File: src/rtl/ifu_fetch_if.sv
// Signal bundle between the fetch stage, instruction memory and the execution unit.
// The master view belongs to ifu_fetch; the slave view to its environment.
interface ifu_fetch_if #(
    parameter int XLEN = 64
);
    // instruction memory request/response
    logic            imem_req;
    logic [XLEN-1:0] imem_addr;
    logic            imem_gnt;
    logic            imem_rvalid;
    logic [31:0]     imem_rdata;
    logic            imem_rerr;

    // instruction hand-off to execute, and control coming back from it
    logic            inst_valid;
    logic            inst_ready;
    logic [31:0]     inst;
    logic [XLEN-1:0] pc;
    logic [XLEN-1:0] dnpc;
    logic            redirect;
    logic [XLEN-1:0] redirect_pc;

    // status
    logic            fetch_fault;
    logic [XLEN-1:0] fault_pc;
    logic [63:0]     fetch_cnt;

    modport master (
        output imem_req, imem_addr,
        input  imem_gnt, imem_rvalid, imem_rdata, imem_rerr,
        output inst_valid, inst, pc,
        input  inst_ready, dnpc, redirect, redirect_pc,
        output fetch_fault, fault_pc, fetch_cnt
    );

    modport slave (
        input  imem_req, imem_addr,
        output imem_gnt, imem_rvalid, imem_rdata, imem_rerr,
        input  inst_valid, inst, pc,
        output inst_ready, dnpc, redirect, redirect_pc,
        input  fetch_fault, fault_pc, fetch_cnt
    );
endinterface

File: src/rtl/ifu_fetch.sv
// Single-outstanding instruction fetch stage: owns the architectural pc, fetches one word
// per instruction and hands {inst, pc} to execute; redirects override pc at any time.
module ifu_fetch #(
    parameter int              XLEN     = 64,
    parameter logic [XLEN-1:0] RESET_PC = XLEN'(64'h8000_0000)
) (
    input  logic       clk,
    input  logic       rst,
    ifu_fetch_if.master bus
);

    typedef enum logic [2:0] {
        S_REQ,
        S_WAIT,
        S_HOLD,
        S_DROP,
        S_FAULT
    } state_t;

    state_t          state_q, state_d;
    logic [XLEN-1:0] pc_q, pc_d;
    logic [XLEN-1:0] fault_pc_q, fault_pc_d;
    logic [31:0]     inst_q, inst_d;
    logic [63:0]     cnt_q, cnt_d;
    logic            commit;

    function automatic logic misaligned(input logic [XLEN-1:0] addr);
        return addr[1:0] != 2'b00;
    endfunction

    assign commit = (state_q == S_HOLD) && bus.inst_ready;

    always_comb begin
        state_d    = state_q;
        pc_d       = pc_q;
        fault_pc_d = fault_pc_q;
        inst_d     = inst_q;
        cnt_d      = cnt_q;

        // A committed instruction is counted even if a redirect discards its dnpc.
        if (commit) begin
            cnt_d = cnt_q + 64'd1;
        end

        if (bus.redirect) begin
            pc_d = bus.redirect_pc;
            unique case (state_q)
                // A granted request still owes a response that must be drained.
                S_REQ:   state_d = bus.imem_gnt    ? S_DROP : S_REQ;
                S_WAIT:  state_d = bus.imem_rvalid ? S_REQ  : S_DROP;
                S_DROP:  state_d = bus.imem_rvalid ? S_REQ  : S_DROP;
                default: state_d = S_REQ;
            endcase
            // A misaligned target inside DROP is caught when the drain completes.
            if (state_d == S_REQ && misaligned(bus.redirect_pc)) begin
                state_d    = S_FAULT;
                fault_pc_d = bus.redirect_pc;
            end
        end else begin
            unique case (state_q)
                S_REQ: begin
                    if (bus.imem_gnt) begin
                        state_d = S_WAIT;
                    end
                end
                S_WAIT: begin
                    if (bus.imem_rvalid) begin
                        if (bus.imem_rerr) begin
                            state_d    = S_FAULT;
                            fault_pc_d = pc_q;
                        end else begin
                            state_d = S_HOLD;
                            inst_d  = bus.imem_rdata;
                        end
                    end
                end
                S_HOLD: begin
                    if (bus.inst_ready) begin
                        pc_d = bus.dnpc;
                        if (misaligned(bus.dnpc)) begin
                            state_d    = S_FAULT;
                            fault_pc_d = bus.dnpc;
                        end else begin
                            state_d = S_REQ;
                        end
                    end
                end
                S_DROP: begin
                    if (bus.imem_rvalid) begin
                        if (misaligned(pc_q)) begin
                            state_d    = S_FAULT;
                            fault_pc_d = pc_q;
                        end else begin
                            state_d = S_REQ;
                        end
                    end
                end
                S_FAULT: state_d = S_FAULT;
                default: state_d = S_REQ;
            endcase
        end
    end

    always_ff @(posedge clk) begin
        if (!rst) begin
            state_q    <= S_REQ;
            pc_q       <= RESET_PC;
            fault_pc_q <= '0;
            inst_q     <= 32'h0;
            cnt_q      <= 64'd0;
        end else begin
            state_q    <= state_d;
            pc_q       <= pc_d;
            fault_pc_q <= fault_pc_d;
            inst_q     <= inst_d;
            cnt_q      <= cnt_d;
        end
    end

    // Request is held low while reset is applied so nothing is issued during the reset cycle.
    assign bus.imem_req    = rst && (state_q == S_REQ);
    assign bus.imem_addr   = pc_q;
    assign bus.inst_valid  = (state_q == S_HOLD);
    assign bus.inst        = inst_q;
    assign bus.pc          = pc_q;
    assign bus.fetch_fault = (state_q == S_FAULT);
    assign bus.fault_pc    = fault_pc_q;
    assign bus.fetch_cnt   = cnt_q;

endmodule

File: src/flat_wrapper.sv
// flat-port wrapper written by rule: the top's interface ports become plain ports
module ifu_fetch_flat 
#(
    parameter int              XLEN     = 64,
    parameter logic [XLEN-1:0] RESET_PC = XLEN'(64'h8000_0000)
)
  (clk, rst, bus_imem_req, bus_imem_addr, bus_imem_gnt, bus_imem_rvalid, bus_imem_rdata, bus_imem_rerr, bus_inst_valid, bus_inst, bus_pc, bus_inst_ready, bus_dnpc, bus_redirect, bus_redirect_pc, bus_fetch_fault, bus_fault_pc, bus_fetch_cnt);
  ifu_fetch_if #(.XLEN(XLEN)) bus_i ();
  input  logic clk;
  input  logic rst;
  output wire logic [$bits(bus_i.imem_req)-1:0] bus_imem_req;
  output wire logic [$bits(bus_i.imem_addr)-1:0] bus_imem_addr;
  input wire logic [$bits(bus_i.imem_gnt)-1:0] bus_imem_gnt;
  input wire logic [$bits(bus_i.imem_rvalid)-1:0] bus_imem_rvalid;
  input wire logic [$bits(bus_i.imem_rdata)-1:0] bus_imem_rdata;
  input wire logic [$bits(bus_i.imem_rerr)-1:0] bus_imem_rerr;
  output wire logic [$bits(bus_i.inst_valid)-1:0] bus_inst_valid;
  output wire logic [$bits(bus_i.inst)-1:0] bus_inst;
  output wire logic [$bits(bus_i.pc)-1:0] bus_pc;
  input wire logic [$bits(bus_i.inst_ready)-1:0] bus_inst_ready;
  input wire logic [$bits(bus_i.dnpc)-1:0] bus_dnpc;
  input wire logic [$bits(bus_i.redirect)-1:0] bus_redirect;
  input wire logic [$bits(bus_i.redirect_pc)-1:0] bus_redirect_pc;
  output wire logic [$bits(bus_i.fetch_fault)-1:0] bus_fetch_fault;
  output wire logic [$bits(bus_i.fault_pc)-1:0] bus_fault_pc;
  output wire logic [$bits(bus_i.fetch_cnt)-1:0] bus_fetch_cnt;
  assign bus_imem_req = bus_i.imem_req;
  assign bus_imem_addr = bus_i.imem_addr;
  assign bus_i.imem_gnt = bus_imem_gnt;
  assign bus_i.imem_rvalid = bus_imem_rvalid;
  assign bus_i.imem_rdata = bus_imem_rdata;
  assign bus_i.imem_rerr = bus_imem_rerr;
  assign bus_inst_valid = bus_i.inst_valid;
  assign bus_inst = bus_i.inst;
  assign bus_pc = bus_i.pc;
  assign bus_i.inst_ready = bus_inst_ready;
  assign bus_i.dnpc = bus_dnpc;
  assign bus_i.redirect = bus_redirect;
  assign bus_i.redirect_pc = bus_redirect_pc;
  assign bus_fetch_fault = bus_i.fetch_fault;
  assign bus_fault_pc = bus_i.fault_pc;
  assign bus_fetch_cnt = bus_i.fetch_cnt;
  ifu_fetch #(.XLEN(XLEN), .RESET_PC(RESET_PC)) u_core (.clk(clk), .rst(rst), .bus(bus_i));
endmodule
File: config.mk
export PLATFORM = sky130hd
export DESIGN_NAME = ifu_fetch_flat
export DESIGN_NICKNAME = d
export VERILOG_FILES = /design/src/rtl/ifu_fetch_if.sv /design/src/rtl/ifu_fetch.sv /design/src/flat_wrapper.sv
export SDC_FILE = /design/constraint.sdc
export NUM_CORES = 1
export LEC_CHECK = 0
export BUFFER_PORTS_ARGS = -buffer_cell sky130_fd_sc_hd__buf_2
export CORE_AREA = 2 2 232 165
export DETAILED_ROUTE_END_ITERATION = 10
export DIE_AREA = 0 0 234 167
export PLACE_DENSITY = 0.66
export SETUP_SLACK_MARGIN = 0.1
export SKIP_CTS_REPAIR_TIMING = 1
export SYNTH_ARGS = -nofsm -noshare
export SYNTH_HDL_FRONTEND = slang
export SYNTH_SLANG_ARGS = --single-unit
File: constraint.sdc
create_clock -name clk -period 1.76 [get_ports clk]
set_input_delay 0.088 -clock clk [delete_from_list [all_inputs] [get_ports clk]]
set_output_delay 0.088 -clock clk [all_outputs]
set_load 0.01 [all_outputs]
### Yosys cells after proc, flatten, opt, wreduce, memory -nomap -nowiden

Cells that the tools add are included.

| storage, ports and cells | value |
|---|---|
| input bits | 167 |
| flip-flop bits (word level) | 227 |

| operators by class | value |
|---|---|
| bitwise operators | 2 |
| equality and inequality tests | 12 |
| add/sub/neg operators | 1 |
| reductions and logical operators | 16 |
| mux-type cells | 26 |

Operator list:

| kind | count |
|---|---|
| $mux W64 | 11 |
| $pmux W64 S3 | 1 |
| $add A64 B1 Y64 const B | 1 |
| $mux W3 | 10 |
| $pmux W3 S5 | 1 |
| $ne A3 B3 Y1 const B | 4 |
| $reduce_bool A2 Y1 | 5 |
| $reduce_and A4 Y1 | 2 |
| $reduce_and A8 Y1 | 1 |
| $eq A3 B2 Y1 const B | 2 |
| $logic_not A3 Y1 | 2 |
| $ne A3 B1 Y1 const B | 2 |
| $pmux W3 S2 | 1 |
| $mux W2 | 2 |
| $reduce_bool A4 Y1 | 1 |
| $eq A3 B1 Y1 const B | 1 |
| $eq A3 B3 Y1 const B | 1 |
| $logic_and A1 B1 Y1 | 3 |
| $ne A3 B2 Y1 const B | 1 |
| $ne A2 B1 Y1 const B | 1 |
| $not A1 Y1 | 2 |
| $reduce_and A2 Y1 | 1 |
| $reduce_or A2 Y1 | 1 |

### Longest topological paths before layout

Gate-level depths: netlist of run 1.

| logic depth | value |
|---|---|
| word-level depth | 8 |
| mapped depth | 9 |

### Least setup slack after synthesis of run 1

No wires, ideal clock.

| path | value |
|---|---|
| kind | register -> register |
| start | register u_core.cnt_q[9], in the netlist u_core.bus.fetch_cnt[9] |
| end | register u_core.cnt_q[58], in the netlist u_core.bus.fetch_cnt[58] |
| required time | 1.690 ns |
| slack | -0.205 ns |
| setup time | 0.070 ns |
| clock period less this slack | 1.965 ns |
| cell stages (with the launch flop) | 6 |
| arrival | 1.895 ns |
| cells stage by stage | dfxtp_1 -> nand4_1 -> nor4_4 -> nand4_2 -> or4_1 -> a21oi_1 |

| between the ends | value |
|---|---|
| longest elaborated chain between the ends | 1 |

Ends and longest elaborated chain:

| element | line | source |
|---|---|---|
| start: declaration | ifu_fetch.sv:24 | `logic [63:0] cnt_q, cnt_d;` |
| start signal: assignment | ifu_fetch.sv:116 | `cnt_q <= cnt_d;` |
| $add A64 B1 Y64 | ifu_fetch.sv:42 | `cnt_d = cnt_q + 64'd1;` |

Every way passes these cells.
A chain may end at the register's enable or synchronous reset.

### Final worst setup path of run 1

| path | value |
|---|---|
| start | register u_core.state_q[0] |
| end | register u_core.fault_pc_q[33], in the netlist u_core.bus.fault_pc[33] |

| between the ends | value |
|---|---|
| longest elaborated chain between the ends | 8 |
| elaborated cells on any way between the ends | 20 |
| those cells by class | eq/ne: 10; mux: 4; reduce/logical: 6 |

Ends and longest elaborated chain:

| element | line | source |
|---|---|---|
| start: declaration | ifu_fetch.sv:20 | `state_t state_q, state_d;` |
| start signal: assignment | ifu_fetch.sv:112 | `state_q <= state_d;` |
| $eq A3 B1 Y1 or $eq A3 B2 Y1 (tied branches) | ifu_fetch.sv:47, ifu_fetch.sv:60 |  |
| $reduce_or A2 Y1 (no line) | -- |  |
| $pmux W3 S2 | ifu_fetch.sv:47 | `unique case (state_q)` |
| $mux W3 | ifu_fetch.sv:45 | `if (bus.redirect) begin` |
| $logic_not A3 Y1 | ifu_fetch.sv:55 | `if (state_d == S_REQ && misaligned(bus.redirect_pc)) begin` |
| $logic_and A1 B1 Y1 | ifu_fetch.sv:55 |  |
| $ne A2 B1 Y1 (no line) | -- |  |
| $reduce_and A8 Y1 (no line) | -- |  |
| end signal: assignment | ifu_fetch.sv:114 | `fault_pc_q <= fault_pc_d;` |
| end: declaration | ifu_fetch.sv:22 | `logic [XLEN-1:0] fault_pc_q, fault_pc_d;` |

Several ways; a longest one is shown, not always the timed one. The select of a mux whose other input is x is not followed.

==> results of run 1 <==
[Yosys cell counts (all sizes together) (3+ instances only)]
library cell / n / area, sq um
nor2b: 3 / 18.8
clkbuf: 102 / 383
nor3: 5 / 30.0
nand3: 86 / 430
or4: 3 / 22.5
nor4: 6 / 67.6
or3: 22 / 138
buf: 82 / 571
a31oi: 3 / 18.8
and3: 10 / 62.6
xnor2: 12 / 105
nand4: 30 / 200
dfxtp: 227 / 4540
xor2: 24 / 210
inv: 8 / 30.0
o21ai: 94 / 470
nor2: 111 / 417
and2: 7 / 43.8
a21oi: 63 / 315
a311oi: 124 / 1090
and4: 8 / 70.1
nand2: 408 / 1530
o31ai: 3 / 22.5
[through the flow]
step	setup TNS, ps	setup slack, ps	power [mW]
floorplan	-1930	-116	7.07
global placement	-10070	-168	8.01
detailed placement	-13670	-215	8.06
CTS	-15850	-400	13.3
global route	-16920	-225	14.4
finish	-8270	-152	13.8
[state kept, by name, indices dropped and copies added (netlist names)]
name,flops
u_core.bus.fault_pc,64
u_core.bus.fetch_cnt,64
u_core.bus.imem_addr,64
u_core.bus.inst,32
u_core.state_q,3
[path summary, 6_finish.rpt]
kind,to,start,depth (start not counted),slack [ps]
hold reg to reg,u_core.bus.fault_pc[41],u_core.bus.fault_pc[41],2,450
setup / recovery,u_core.bus.fault_pc[33],u_core.state_q[0],9,-150
setup reg to reg,u_core.bus.fault_pc[33],u_core.state_q[0],9,-150
hold / removal,u_core.bus.imem_addr[31],bus_dnpc[31],4,-10
[per-layer routing]
metal / up-vias / track usage, %
met2: 799 / 32.2
li1: 6279 / -
met5: - / 0
met3: 158 / 4.57
met1: 6414 / 26.3
met4: 0 / 7.26
[worst reg2reg max path, delay by kind of cell, from the launching register on]
family,cells,cell delay (ps)
buffers and inverters,4,490
AOI/OAI and AO/OA,2,370
and+or+nand+nor,3,630
DFF,1,340
[power by group through the flow]
stage,logic (mW),registers [mW],clock network [mW]
6_report,2.99,5.65,5.20
5_1_grt,3.20,5.67,5.53
4_1_cts,2.32,5.63,5.32
3_5_place_dp,2.32,5.74,0
3_3_place_gp,2.28,5.73,0
2_1_floorplan,1.26,5.82,0
[kinds of logic after synthesis]
family | count (synthesis) | synth area share, %
compound gates | 293 | 17.9
buf+inv | 192 | 8.99
xor+xnor | 36 | 2.88
simple gates | 708 | 28.6
flops | 227 | 41.5
fa+ha+maj | 1 | 0.114
[cell type report]
class	count	area (sq um)
tap	488	611
antenna	2	5.00
sequential	227	4570
clock inverter	8	73.8
clock buffer	36	717
fill	3502	19300
inverter	8	52.6
multi-input combinational	1039	5930
timing repair buffer	771	5610
==> flow_summary.html, run 1 <==
<table>
<tr><th>Metric</th><th>Value</th></tr>
<tr><th colspan="2">Setup path</th></tr>
<tr><td>Type of element launching the critical path</td><td>flip-flop</td></tr>
<tr><td>Stage delay of the slowest cell on the critical path</td><td>450 ps</td></tr>
<tr><td>Series of cell instances along the critical path</td><td>buf_6, or3b_4, clkinv_8, buf_12, buf_6, nand2_1, a311oi_2, nand3_1, o21ai_0</td></tr>
<tr><td>Buffer and inverter count on the worst path</td><td>4</td></tr>
<tr><td>Endpoint arrival time on the critical path</td><td>2370 ps</td></tr>
<tr><td>Crit-path slowest cell</td><td>sky130_fd_sc_hd__or3b_4</td></tr>
<tr><td>Crit path capture type</td><td>flip-flop</td></tr>
<tr><td>Critical path class</td><td>reg2reg</td></tr>
<tr><td>Dominant delay contributor by cell family on the critical path</td><td>simple AND/OR/NAND/NOR gates</td></tr>
<tr><td>Worst path most repeated cell</td><td>sky130_fd_sc_hd__buf_6</td></tr>
<tr><td>Required time worst endpoint</td><td>2220 ps</td></tr>
<tr><td>Crit path max fanout</td><td>8</td></tr>
<tr><th colspan="2">Floorplanning</th></tr>
<tr><td>Height of the chip</td><td>167 microns</td></tr>
<tr><td>Die Span X</td><td>234 microns</td></tr>
<tr><td>Initial Util</td><td>29.7%</td></tr>
<tr><td>Core Box Area</td><td>36800 sq um</td></tr>
<tr><td>Number of rows in the core area</td><td>59</td></tr>
<tr><td>Boundary pin count</td><td>458</td></tr>
<tr><td>Overall die area</td><td>39100 sq um</td></tr>
<tr><th colspan="2">Detailed routing</th></tr>
<tr><td>Met1 wire length</td><td>19.5 mm</td></tr>
<tr><td>First-iteration detailed-routing DRC count</td><td>1136</td></tr>
<tr><td>Number of DRC violations after detailed routing</td><td>0</td></tr>
<tr><td>Routed met3 length</td><td>4.76 mm</td></tr>
<tr><td>Top Layer Used</td><td>met4</td></tr>
<tr><td>Vias per cell</td><td>5.29</td></tr>
<tr><td>TritonRoute pass-1 iters</td><td>6</td></tr>
<tr><td>Total number of vias</td><td>13650</td></tr>
<tr><td>Detailed route wirelength on metal2</td><td>22.1 mm</td></tr>
<tr><td>Final WL</td><td>48.3 mm</td></tr>
<tr><td>Post-DRT Antenna Nets</td><td>0</td></tr>
<tr><td>Average detailed-routed wire length per instance</td><td>18.7 microns</td></tr>
<tr><th colspan="2">Global route</th></tr>
<tr><td>Largest net degree at the start of global routing</td><td>74</td></tr>
<tr><td>Wire length of the first global-routing pass</td><td>63.6 mm</td></tr>
<tr><td>Final global-route overflow total</td><td>0</td></tr>
<tr><td>Number of global-route vias before repair</td><td>11617</td></tr>
<tr><td>Total routing usage reported by global routing</td><td>20.1%</td></tr>
<tr><td>Number of antenna violations at the first check in global routing</td><td>3</td></tr>
<tr><th colspan="2">Pwr</th></tr>
<tr><td>Seq pwr share</td><td>40.8%</td></tr>
<tr><td>Power density of the placed cells</td><td>788 nW/um^2</td></tr>
<tr><td>Power share of the combinational group</td><td>21.6%</td></tr>
<tr><td>Switching Fraction</td><td>30.0%</td></tr>
<tr><td>VDD IR-drop max</td><td>615 uV</td></tr>
<tr><td>Int Pwr</td><td>9.69 mW</td></tr>
<tr><td>Switching power total</td><td>4.15 mW</td></tr>
<tr><td>Pleak</td><td>7.55 nW</td></tr>
<tr><td>Clock Power Share</td><td>37.6%</td></tr>
<tr><th colspan="2">Synthesis</th></tr>
<tr><td>Distinct cell type count of the synthesized netlist</td><td>39</td></tr>
<tr><td>Post-synthesis register bit count</td><td>227</td></tr>
<tr><td>Net count after synthesis</td><td>1625</td></tr>
<tr><td>Number of synthesized flops with an enable pin</td><td>0</td></tr>
<tr><td>Syn Std Cell Area</td><td>10900 sq um</td></tr>
<tr><td>Number of cells produced by synthesis</td><td>1457</td></tr>
<tr><td>Asr flop ratio synth</td><td>0%</td></tr>
<tr><td>Synthesized area divided by synthesized cell count</td><td>7.51 sq um</td></tr>
<tr><td>Most used flip-flop cell after synthesis</td><td>sky130_fd_sc_hd__dfxtp_1</td></tr>
<tr><td>Yosys synthesis warning count</td><td>0</td></tr>
<tr><td>Sequential-to-total area share from yosys stat</td><td>41.5%</td></tr>
<tr><th colspan="2">Timing</th></tr>
<tr><td>Setup slack after layout</td><td>-152 ps</td></tr>
<tr><td>Number of failing hold endpoints at the final stage</td><td>1</td></tr>
<tr><td>Minimum period implied by the final worst setup slack</td><td>1910 ps</td></tr>
<tr><td>Slew HR</td><td>62.1%</td></tr>
<tr><td>Upper clock frequency limit</td><td>523 MHz</td></tr>
<tr><td>Setup repair after global routing missed its margin</td><td>yes</td></tr>
<tr><td>Crit share post-route</td><td>109%</td></tr>
<tr><td>Worst setup skew after layout</td><td>11.1 ps</td></tr>
<tr><td>Worst-Margin Slew</td><td>568 ps</td></tr>
<tr><td>Final setup violation count</td><td>97</td></tr>
<tr><td>Count of pins over their slew limit</td><td>0</td></tr>
<tr><td>Post-route worst hold slack</td><td>-12.3 ps</td></tr>
<tr><th colspan="2">CTS</th></tr>
<tr><td>CTS tree</td><td>done</td></tr>
<tr><td>H-tree levels</td><td>1</td></tr>
<tr><td>Clock input transition at the sequential cells of the worst setup and hold paths</td><td>60 ps</td></tr>
<tr><td>Later-pin clock latency in the skew report</td><td>530 ps</td></tr>
<tr><td>Clk Tree Root Cell</td><td>sky130_fd_sc_hd__clkbuf_16</td></tr>
<tr><td>Deepest clock path buffer count</td><td>3</td></tr>
<tr><td>Number of buffers created by CTS</td><td>25</td></tr>
<tr><td>Sinks on Clock Net</td><td>227</td></tr>
<tr><th colspan="2">Finish</th></tr>
<tr><td>Commonest cells after routing, fill and taps aside</td><td>456 x sky130_fd_sc_hd__buf_2, 405 x sky130_fd_sc_hd__nand2_1, 209 x sky130_fd_sc_hd__dfxtp_1</td></tr>
<tr><td>Net total in the final layout</td><td>2240</td></tr>
<tr><td>Most common cell after layout, fill and taps aside</td><td>sky130_fd_sc_hd__buf_2</td></tr>
<tr><td>Post-synthesis to final-layout area growth</td><td>60.6%</td></tr>
<tr><td>Final cell utilization of the core</td><td>47.7%</td></tr>
<tr><td>Share of layout cells above drive strength 1</td><td>36.7%</td></tr>
<tr><td>Design Area, Final</td><td>17600 sq um</td></tr>
<tr><td>Non-filler cells in the finished layout</td><td>2579</td></tr>
<tr><th colspan="2">Run</th></tr>
<tr><td># Max-Cap Violations</td><td>0</td></tr>
<tr><th colspan="2">Place</th></tr>
<tr><td>Final weighted congestion in routability-driven placement</td><td>0.859</td></tr>
<tr><td>Placed Instance Area</td><td>14100 sq um</td></tr>
<tr><td>IO buf count</td><td>457</td></tr>
<tr><td>HPWL after DPL</td><td>29.1 mm</td></tr>
<tr><td>Post-placement cell count</td><td>2341</td></tr>
<tr><th colspan="2">Run status</th></tr>
<tr><td>Outcome</td><td>finished with violations</td></tr>
<tr><td>Violated checks</td><td>hold timing, setup timing</td></tr>
<tr><th colspan="2">Worst hold path</th></tr>
<tr><td>Worst min path class</td><td>in2reg</td></tr>
</table>
Note: power is estimated with default switching activity, not from simulation.
==> run 2: changes to the inputs <==
- CORE_AREA: 2 2 232 165 -> 8 8 238 171
- DIE_AREA: 0 0 234 167 -> 0 0 246 179
- PLACE_DENSITY: 0.66 -> 0.53
- RECOVER_POWER: default -> 25
==> run 2 against run 1 <==
The run still ends with hold timing, setup timing left. Clock-buffer cell count grew 6. Via count is 2.6% lower. First-iteration DRC count shrank 32%. Clock skew is 4.1 ps higher. Register-to-register slack barely moved. Power rose by 6.8%. Maximum frequency shrank 0.28%. Largest power group is now the clock network. Critical endpoint is now u_core.bus.fetch_cnt[57]. Global-route usage down 0.42 points. Routed wire length increased by 7.0%. Non-clock buffer count grew 19. Critical path depth fell by 1. Sequential share of layout area fell by 0.71 points.
==> flow_summary.html, run 2 (same netlist as run 1, synthesis figures left out) <==
<table>
<tr><th>Metric</th><th>Value</th></tr>
<tr><th colspan="2">Run status</th></tr>
<tr><td>Outcome</td><td>finished with violations</td></tr>
<tr><td>Violated checks</td><td>hold timing, setup timing</td></tr>
<tr><th colspan="2">Setup path</th></tr>
<tr><td>Crit path max fanout</td><td>6</td></tr>
<tr><td>Stage delay of the slowest cell on the critical path</td><td>360 ps</td></tr>
<tr><td>Crit-path slowest cell</td><td>sky130_fd_sc_hd__dfxtp_4</td></tr>
<tr><td>Critical path class</td><td>reg2reg</td></tr>
<tr><td>Type of element launching the critical path</td><td>flip-flop</td></tr>
<tr><td>Endpoint arrival time on the critical path</td><td>2390 ps</td></tr>
<tr><td>Buffer and inverter count on the worst path</td><td>3</td></tr>
<tr><td>Crit path capture type</td><td>flip-flop</td></tr>
<tr><td>Required time worst endpoint</td><td>2230 ps</td></tr>
<tr><td>Dominant delay contributor by cell family on the critical path</td><td>simple AND/OR/NAND/NOR gates</td></tr>
<tr><td>Worst path most repeated cell</td><td>sky130_fd_sc_hd__buf_6</td></tr>
<tr><td>Series of cell instances along the critical path</td><td>buf_6, nand4bb_4, nor4_4, buf_4, nand4_1, buf_6, or3_1, a21oi_1</td></tr>
<tr><th colspan="2">Finish</th></tr>
<tr><td>Commonest cells after routing, fill and taps aside</td><td>399 x sky130_fd_sc_hd__nand2_1, 353 x sky130_fd_sc_hd__buf_2, 206 x sky130_fd_sc_hd__dfxtp_1</td></tr>
<tr><td>Count of fill cells added during filler insertion</td><td>3539</td></tr>
<tr><td>Post-synthesis to final-layout area growth</td><td>65.2%</td></tr>
<tr><td>Share of layout cells above drive strength 1</td><td>35.4%</td></tr>
<tr><td>Final cell utilization of the core</td><td>49.1%</td></tr>
<tr><td>Most common cell after layout, fill and taps aside</td><td>sky130_fd_sc_hd__nand2_1</td></tr>
<tr><td>Net total in the final layout</td><td>2260</td></tr>
<tr><td>Design Area, Final</td><td>18100 sq um</td></tr>
<tr><th colspan="2">Pwr</th></tr>
<tr><td>Switching Fraction</td><td>29.3%</td></tr>
<tr><td>Power share of the combinational group</td><td>21.6%</td></tr>
<tr><td>Power density of the placed cells</td><td>817 nW/um^2</td></tr>
<tr><td>Seq pwr share</td><td>38.3%</td></tr>
<tr><td>Switching power total</td><td>4.33 mW</td></tr>
<tr><td>Total power consumption of the routed design</td><td>14.8 mW</td></tr>
<tr><td>VDD IR-drop max</td><td>610 uV</td></tr>
<tr><td>Clock Power Share</td><td>40.1%</td></tr>
<tr><td>Pleak</td><td>7.45 nW</td></tr>
<tr><td>Int Pwr</td><td>10.4 mW</td></tr>
<tr><th colspan="2">Timing</th></tr>
<tr><td>Count of pins over their slew limit</td><td>0</td></tr>
<tr><td>Upper clock frequency limit</td><td>521 MHz</td></tr>
<tr><td>Minimum period implied by the final worst setup slack</td><td>1920 ps</td></tr>
<tr><td>Sum Neg Setup Slack</td><td>-5910 ps</td></tr>
<tr><td>Final setup violation count</td><td>87</td></tr>
<tr><td>Post-route worst hold slack</td><td>-3.01 ps</td></tr>
<tr><td>Worst-Margin Slew</td><td>863 ps</td></tr>
<tr><td>Slew HR</td><td>42.5%</td></tr>
<tr><td>Setup repair after global routing missed its margin</td><td>yes</td></tr>
<tr><td>Worst setup skew after layout</td><td>15.2 ps</td></tr>
<tr><td>Crit share post-route</td><td>109%</td></tr>
<tr><td>Setup slack after layout</td><td>-158 ps</td></tr>
<tr><td>Number of failing hold endpoints at the final stage</td><td>1</td></tr>
<tr><th colspan="2">Detailed routing</th></tr>
<tr><td>Average detailed-routed wire length per instance</td><td>19.8 microns</td></tr>
<tr><td>Total number of vias</td><td>13292</td></tr>
<tr><td>TritonRoute pass-1 iters</td><td>7</td></tr>
<tr><td>Final WL</td><td>51.7 mm</td></tr>
<tr><td>Vias per cell</td><td>5.10</td></tr>
<tr><td>Post-DRT Antenna Nets</td><td>0</td></tr>
<tr><td>Top Layer Used</td><td>met4</td></tr>
<tr><td>Routed met3 length</td><td>3.74 mm</td></tr>
<tr><td>Number of DRC violations after detailed routing</td><td>0</td></tr>
<tr><td>Detailed route wirelength on metal2</td><td>24.7 mm</td></tr>
<tr><td>First-iteration detailed-routing DRC count</td><td>775</td></tr>
<tr><td>Met1 wire length</td><td>21.8 mm</td></tr>
<tr><th colspan="2">Run</th></tr>
<tr><td># Max-Cap Violations</td><td>0</td></tr>
<tr><th colspan="2">Place</th></tr>
<tr><td>Final weighted congestion in routability-driven placement</td><td>0.839</td></tr>
<tr><td>IO buf count</td><td>457</td></tr>
<tr><td>Placed Instance Area</td><td>14200 sq um</td></tr>
<tr><td>HPWL after DPL</td><td>33.5 mm</td></tr>
<tr><th colspan="2">Floorplanning</th></tr>
<tr><td>Overall die area</td><td>44000 sq um</td></tr>
<tr><td>Number of rows in the core area</td><td>59</td></tr>
<tr><td>Boundary pin count</td><td>458</td></tr>
<tr><td>Die Span X</td><td>246 microns</td></tr>
<tr><td>Height of the chip</td><td>179 microns</td></tr>
<tr><td>Initial Util</td><td>29.7%</td></tr>
<tr><td>Core Box Area</td><td>36800 sq um</td></tr>
<tr><th colspan="2">CTS</th></tr>
<tr><td>Sinks on Clock Net</td><td>227</td></tr>
<tr><td>Clk Tree Root Cell</td><td>sky130_fd_sc_hd__clkbuf_16</td></tr>
<tr><td>Later-pin clock latency in the skew report</td><td>550 ps</td></tr>
<tr><td>Deepest clock path buffer count</td><td>3</td></tr>
<tr><td>H-tree levels</td><td>1</td></tr>
<tr><td>CTS tree</td><td>done</td></tr>
<tr><td>Clock input transition at the sequential cells of the worst setup and hold paths</td><td>70 ps</td></tr>
<tr><td>Number of buffers created by CTS</td><td>26</td></tr>
<tr><th colspan="2">Worst hold path</th></tr>
<tr><td>Worst min path class</td><td>in2reg</td></tr>
<tr><th colspan="2">Global route</th></tr>
<tr><td>Total routing usage reported by global routing</td><td>19.7%</td></tr>
<tr><td>Final global-route overflow total</td><td>0</td></tr>
<tr><td>Number of antenna violations at the first check in global routing</td><td>5</td></tr>
<tr><td>Wire length of the first global-routing pass</td><td>70.0 mm</td></tr>
<tr><td>Largest net degree at the start of global routing</td><td>74</td></tr>
<tr><td>Number of global-route vias before repair</td><td>11870</td></tr>
</table>
==> run 2: cell types whose count changed in the layout (fill, tap and decap cells not counted), moves of 12 or more <==
cell	delta
sky130_fd_sc_hd__clkbuf_1	+102
sky130_fd_sc_hd__buf_6	+12
sky130_fd_sc_hd__o21ai_2	+42
sky130_fd_sc_hd__o21ai_1	-40
sky130_fd_sc_hd__buf_2	-103
==> run 2: tightest hold or removal path, stage by stage <==
cell                      delay, ps
sky130_fd_sc_hd__buf_2          130
sky130_fd_sc_hd__nand2_1         50
sky130_fd_sc_hd__and3_1         140
sky130_fd_sc_hd__o21ai_0         70
==> run 2: final timing paths <==
kind / startpoint / end / slack, ps / cells after the start
max: u_core.state_q[1] / u_core.bus.fetch_cnt[57] / -160 / 8
min: bus_dnpc[31] / u_core.bus.imem_addr[31] / -3 / 4
max reg2reg: u_core.state_q[1] / u_core.bus.fetch_cnt[57] / -160 / 8
min reg2reg: u_core.bus.fault_pc[9] / u_core.bus.fault_pc[9] / 450 / 2
==> run 2: area by class of cell <==
cell class              instances  area, sq um  area share (%)
multi-input cells            1039         6160            34.1
well taps                     488          611            3.38
repair buffers                790         5740            31.7
clock buffers                  42          822            4.55
diodes                          4         10.0          0.0554
inverters                       8         47.5           0.263
clock inverters                 6          109           0.602
flip-flops and latches        227         4580            25.3
==> run 2: through the flow <==
step                instances  setup WS [ps]
finish                   2604           -158
global route             2604           -237
CTS                      2399           -366
detailed placement       2351           -282
global placement         2351           -250
floorplan                1457           -116
==> run 2: power groups by stage <==
stage	combinational, mW	clock (mW)	sequential (mW)
2_1_floorplan	1.26	0	5.82
3_3_place_gp	2.32	0	5.74
3_5_place_dp	2.34	0	5.75
4_1_cts	2.34	6.09	5.64
5_1_grt	3.41	6.30	5.68
6_report	3.19	5.93	5.65
==> run 2: per-layer routing <==
layer | GRT usage, % | vias up
met2 | 32.1 | 552
met4 | 6.82 | 0
met3 | 4.63 | 103
met1 | 25.3 | 6324
li1 | - | 6313
met5 | 0 | -
==> run 3: changes to the inputs <==
- ABC_AREA: default -> 1
- CORE_AREA: 8 8 238 171 -> 8 8 248 178
- DIE_AREA: 0 0 246 179 -> 0 0 256 186
- PLACE_DENSITY: 0.53 -> 0.52
- SLEW_MARGIN: default -> 5
==> run 3 against run 2 <==
Maximum frequency rose by 8.6%. Highest routed layer is now met5. The flow finishes with violations (setup timing). Combinational power rose by 54%. Core utilization fell by 0.50 points. Die area rose by 8.1%. Clock-buffer cell count fell by 4.
==> flow_summary.html, run 3 <==
<table>
<tr><th>Metric</th><th>Value</th></tr>
<tr><th colspan="2">Synthesis</th></tr>
<tr><td>Most used flip-flop cell after synthesis</td><td>sky130_fd_sc_hd__dfxtp_1</td></tr>
<tr><td>Top cell types by occurrence after synthesis</td><td>444 x sky130_fd_sc_hd__nand2_1, 333 x sky130_fd_sc_hd__nor2_1, 227 x sky130_fd_sc_hd__dfxtp_1</td></tr>
<tr><td>Net count after synthesis</td><td>2013</td></tr>
<tr><td>Yosys synthesis warning count</td><td>0</td></tr>
<tr><td>Area leader, netlist</td><td>sky130_fd_sc_hd__dfxtp_1</td></tr>
<tr><td>Sequential-to-total area share from yosys stat</td><td>38.2%</td></tr>
<tr><td>Leading cell type by number of instances after synthesis</td><td>sky130_fd_sc_hd__nand2_1</td></tr>
<tr><td>Number of synthesized flops with an enable pin</td><td>0</td></tr>
<tr><td>Synthesized area divided by synthesized cell count</td><td>6.45 sq um</td></tr>
<tr><td>Post-synthesis register bit count</td><td>227</td></tr>
<tr><td>Syn Std Cell Area</td><td>11900 sq um</td></tr>
<tr><td>Asr flop ratio synth</td><td>0%</td></tr>
<tr><td>Number of cells produced by synthesis</td><td>1845</td></tr>
<tr><td>Post-synth top area share</td><td>38.2%</td></tr>
<tr><td>Cells taking the most area after synthesis</td><td>sky130_fd_sc_hd__dfxtp_1 38%, sky130_fd_sc_hd__nand2_1 14%, sky130_fd_sc_hd__nor2_1 11%</td></tr>
<tr><td>Distinct cell type count of the synthesized netlist</td><td>35</td></tr>
<tr><th colspan="2">Setup path</th></tr>
<tr><td>Critical path class</td><td>reg2reg</td></tr>
<tr><td>Register-to-register path setup slack</td><td>-5 ps</td></tr>
<tr><td>Reg-to-reg critical path startpoint</td><td>u_core.state_q[0]</td></tr>
<tr><td>Endpoint arrival time on the critical path</td><td>2210 ps</td></tr>
<tr><td>Type of element launching the critical path</td><td>flip-flop</td></tr>
<tr><td>Crit path capture type</td><td>flip-flop</td></tr>
<tr><td>Depth of the most critical reg-to-reg path</td><td>11</td></tr>
<tr><td>Crit path max fanout</td><td>6</td></tr>
<tr><td>Required time worst endpoint</td><td>2200 ps</td></tr>
<tr><td>Reg-to-reg endpoint</td><td>u_core.bus.fetch_cnt[50]</td></tr>
<tr><th colspan="2">CTS</th></tr>
<tr><td>Clk Tree Root Cell</td><td>sky130_fd_sc_hd__clkbuf_16</td></tr>
<tr><td>Deepest clock path buffer count</td><td>3</td></tr>
<tr><td>H-tree levels</td><td>1</td></tr>
<tr><td>Clock input transition at the sequential cells of the worst setup and hold paths</td><td>60 ps</td></tr>
<tr><td>Number of buffers created by CTS</td><td>26</td></tr>
<tr><td>Sinks on Clock Net</td><td>227</td></tr>
<tr><td>CTS tree</td><td>done</td></tr>
<tr><td>Later-pin clock latency in the skew report</td><td>550 ps</td></tr>
<tr><th colspan="2">Timing</th></tr>
<tr><td>Sum Neg Setup Slack</td><td>-5.46 ps</td></tr>
<tr><td>Final setup violation count</td><td>1</td></tr>
<tr><td>Upper clock frequency limit</td><td>566 MHz</td></tr>
<tr><td>Count of pins over their slew limit</td><td>0</td></tr>
<tr><td>Crit share post-route</td><td>100%</td></tr>
<tr><td>Worst-Margin Slew</td><td>663 ps</td></tr>
<tr><td>Minimum period implied by the final worst setup slack</td><td>1770 ps</td></tr>
<tr><td>Worst setup skew after layout</td><td>15.7 ps</td></tr>
<tr><td>Number of failing hold endpoints at the final stage</td><td>0</td></tr>
<tr><td>Post-route worst hold slack</td><td>9.71 ps</td></tr>
<tr><td>Setup slack after layout</td><td>-5.46 ps</td></tr>
<tr><td>Slew HR</td><td>55.7%</td></tr>
<tr><td>Setup repair after global routing missed its margin</td><td>yes</td></tr>
<tr><th colspan="2">Detailed routing</th></tr>
<tr><td>Average detailed-routed wire length per instance</td><td>18.9 microns</td></tr>
<tr><td>Total number of vias</td><td>15062</td></tr>
<tr><td>Final WL</td><td>58.0 mm</td></tr>
<tr><td>Post-DRT Antenna Nets</td><td>0</td></tr>
<tr><td>First-iteration detailed-routing DRC count</td><td>1307</td></tr>
<tr><td>Number of DRC violations after detailed routing</td><td>0</td></tr>
<tr><td>TritonRoute pass-1 iters</td><td>6</td></tr>
<tr><td>Vias per cell</td><td>4.90</td></tr>
<tr><th colspan="2">Global route</th></tr>
<tr><td>Total routing usage reported by global routing</td><td>19.3%</td></tr>
<tr><td>Number of global-route vias before repair</td><td>12734</td></tr>
<tr><td>Number of antenna violations at the first check in global routing</td><td>4</td></tr>
<tr><td>Final global-route overflow total</td><td>0</td></tr>
<tr><td>Wire length of the first global-routing pass</td><td>74.8 mm</td></tr>
<tr><td>Largest net degree at the start of global routing</td><td>63</td></tr>
<tr><th colspan="2">Run</th></tr>
<tr><td># Max-Cap Violations</td><td>0</td></tr>
<tr><th colspan="2">Floorplanning</th></tr>
<tr><td>Number of rows in the core area</td><td>62</td></tr>
<tr><td>Initial Util</td><td>29.4%</td></tr>
<tr><td>Height of the chip</td><td>186 microns</td></tr>
<tr><td>Boundary pin count</td><td>458</td></tr>
<tr><td>Core Box Area</td><td>40400 sq um</td></tr>
<tr><td>Die Span X</td><td>256 microns</td></tr>
<tr><td>Overall die area</td><td>47600 sq um</td></tr>
<tr><th colspan="2">Finish</th></tr>
<tr><td>Post-synthesis to final-layout area growth</td><td>65.0%</td></tr>
<tr><td>Final cell utilization of the core</td><td>48.6%</td></tr>
<tr><td>Commonest cells after routing, fill and taps aside</td><td>454 x sky130_fd_sc_hd__buf_2, 384 x sky130_fd_sc_hd__nand2_1, 252 x sky130_fd_sc_hd__nor2_1</td></tr>
<tr><td>Most common cell after layout, fill and taps aside</td><td>sky130_fd_sc_hd__buf_2</td></tr>
<tr><td>Net total in the final layout</td><td>2678</td></tr>
<tr><td>Share of layout cells above drive strength 1</td><td>37.5%</td></tr>
<tr><th colspan="2">Worst hold path</th></tr>
<tr><td>Worst min path class</td><td>in2reg</td></tr>
<tr><td>Cells on Worst Hold Path</td><td>4</td></tr>
<tr><td>Sink of the worst hold path</td><td>u_core.state_q[1]</td></tr>
<tr><td>Hold Crit Start</td><td>bus_imem_gnt</td></tr>
<tr><th colspan="2">Place</th></tr>
<tr><td>HPWL after DPL</td><td>37.8 mm</td></tr>
<tr><td>IO buf count</td><td>457</td></tr>
<tr><td>Final weighted congestion in routability-driven placement</td><td>0.929</td></tr>
<tr><th colspan="2">Run status</th></tr>
<tr><td>Violated checks</td><td>setup timing</td></tr>
<tr><td>Outcome</td><td>finished with violations</td></tr>
<tr><th colspan="2">Pwr</th></tr>
<tr><td>Power density of the placed cells</td><td>839 nW/um^2</td></tr>
<tr><td>Total power consumption of the routed design</td><td>16.5 mW</td></tr>
<tr><td>Pleak</td><td>9.10 nW</td></tr>
<tr><td>VDD IR-drop max</td><td>601 uV</td></tr>
</table>
run 3: cell types whose count changed after synthesis, sizes merged, moves of 39 or more:
cell	change
a311oi	-124
inv	+150
a31oi	+60
clkbuf	-39
nor2	+235
o21ai	+121
run 3: critical path: stages, from the launching register on:
cell                      delay, ps
sky130_fd_sc_hd__dfxtp_4        370
sky130_fd_sc_hd__nor2_4         170
sky130_fd_sc_hd__nand3_2        120
sky130_fd_sc_hd__buf_12         160
sky130_fd_sc_hd__nor2_4         180
sky130_fd_sc_hd__nand2_4         80
sky130_fd_sc_hd__nor2_4         180
sky130_fd_sc_hd__nand2_2         70
sky130_fd_sc_hd__nor2_2         140
sky130_fd_sc_hd__nand2_1         80
sky130_fd_sc_hd__nand2_1         60
sky130_fd_sc_hd__nor2_1          40
run 3: through the flow:
step           setup WS, ps  cells  area, sq um
2_1_floorplan           125   1845        11900
3_3_place_gp          -39.3   2804        15000
3_5_place_dp          -46.7   2804        15000
4_1_cts                -309   2851        15900
5_1_grt               -67.1   3076        19600
6_report              -5.46   3076        19600
run 3: worst max path at each step:
| stage | cells past startpoint | from | slack (ps) | to |
|---|---|---|---|---|
| floorplan | 12 | u_core.bus.fetch_cnt[1] | 130 | u_core.bus.fetch_cnt[50] |
| global placement | 12 | u_core.bus.fetch_cnt[7] | -40 | u_core.bus.fetch_cnt[50] |
| detailed placement | 12 | u_core.bus.fetch_cnt[7] | -50 | u_core.bus.fetch_cnt[50] |
| CTS | 6 | u_core.state_q[0] | -310 | bus_inst_valid |
| global route | 10 | u_core.state_q[0] | -70 | u_core.bus.fault_pc[18] |
| finish | 11 | u_core.state_q[0] | -5 | u_core.bus.fetch_cnt[50] |
run 3: metal layers:
layer	track usage (%)	wire length (microns)	vias to the layer above
met1	26.0	25100	7045
met5	0	13	-
met4	5.84	1860	2
met3	4.55	4410	125
li1	-	-	7226
met2	30.4	26700	664
run 3: final cells by class:
type / instances / area [sq um]
fill: 3971 / 20800
multi-input combinational: 1296 / 6770
timing repair buffer: 799 / 6060
sequential: 227 / 4600
clock buffer: 38 / 777
tap: 544 / 681
inverter: 159 / 637
clock inverter: 9 / 98.8
timing repair inverter: 1 / 8.76
antenna: 3 / 7.51
run 3: cells by family (layout without fill, tap and decap cells):
kind of cell	after synthesis	count (layout)	share of synthesized area (%)
buf+inv	323	1006	13.1
simple gates	931	932	32.2
flops	227	227	38.2
xor+xnor	10	10	0.736
compound gates	353	353	15.7
fa+ha+maj	1	1	0.105
other cells	0	3	0
run 3: where the power goes:
| part | total [mW] | switching [mW] | internal (mW) |
|---|---|---|---|
| clock | 5.66 | 2.32 | 3.34 |
| combinational | 4.92 | 2.73 | 2.19 |
| sequential | 5.89 | 0.331 | 5.56 |
| total | 16.5 | 5.39 | 11.1 |
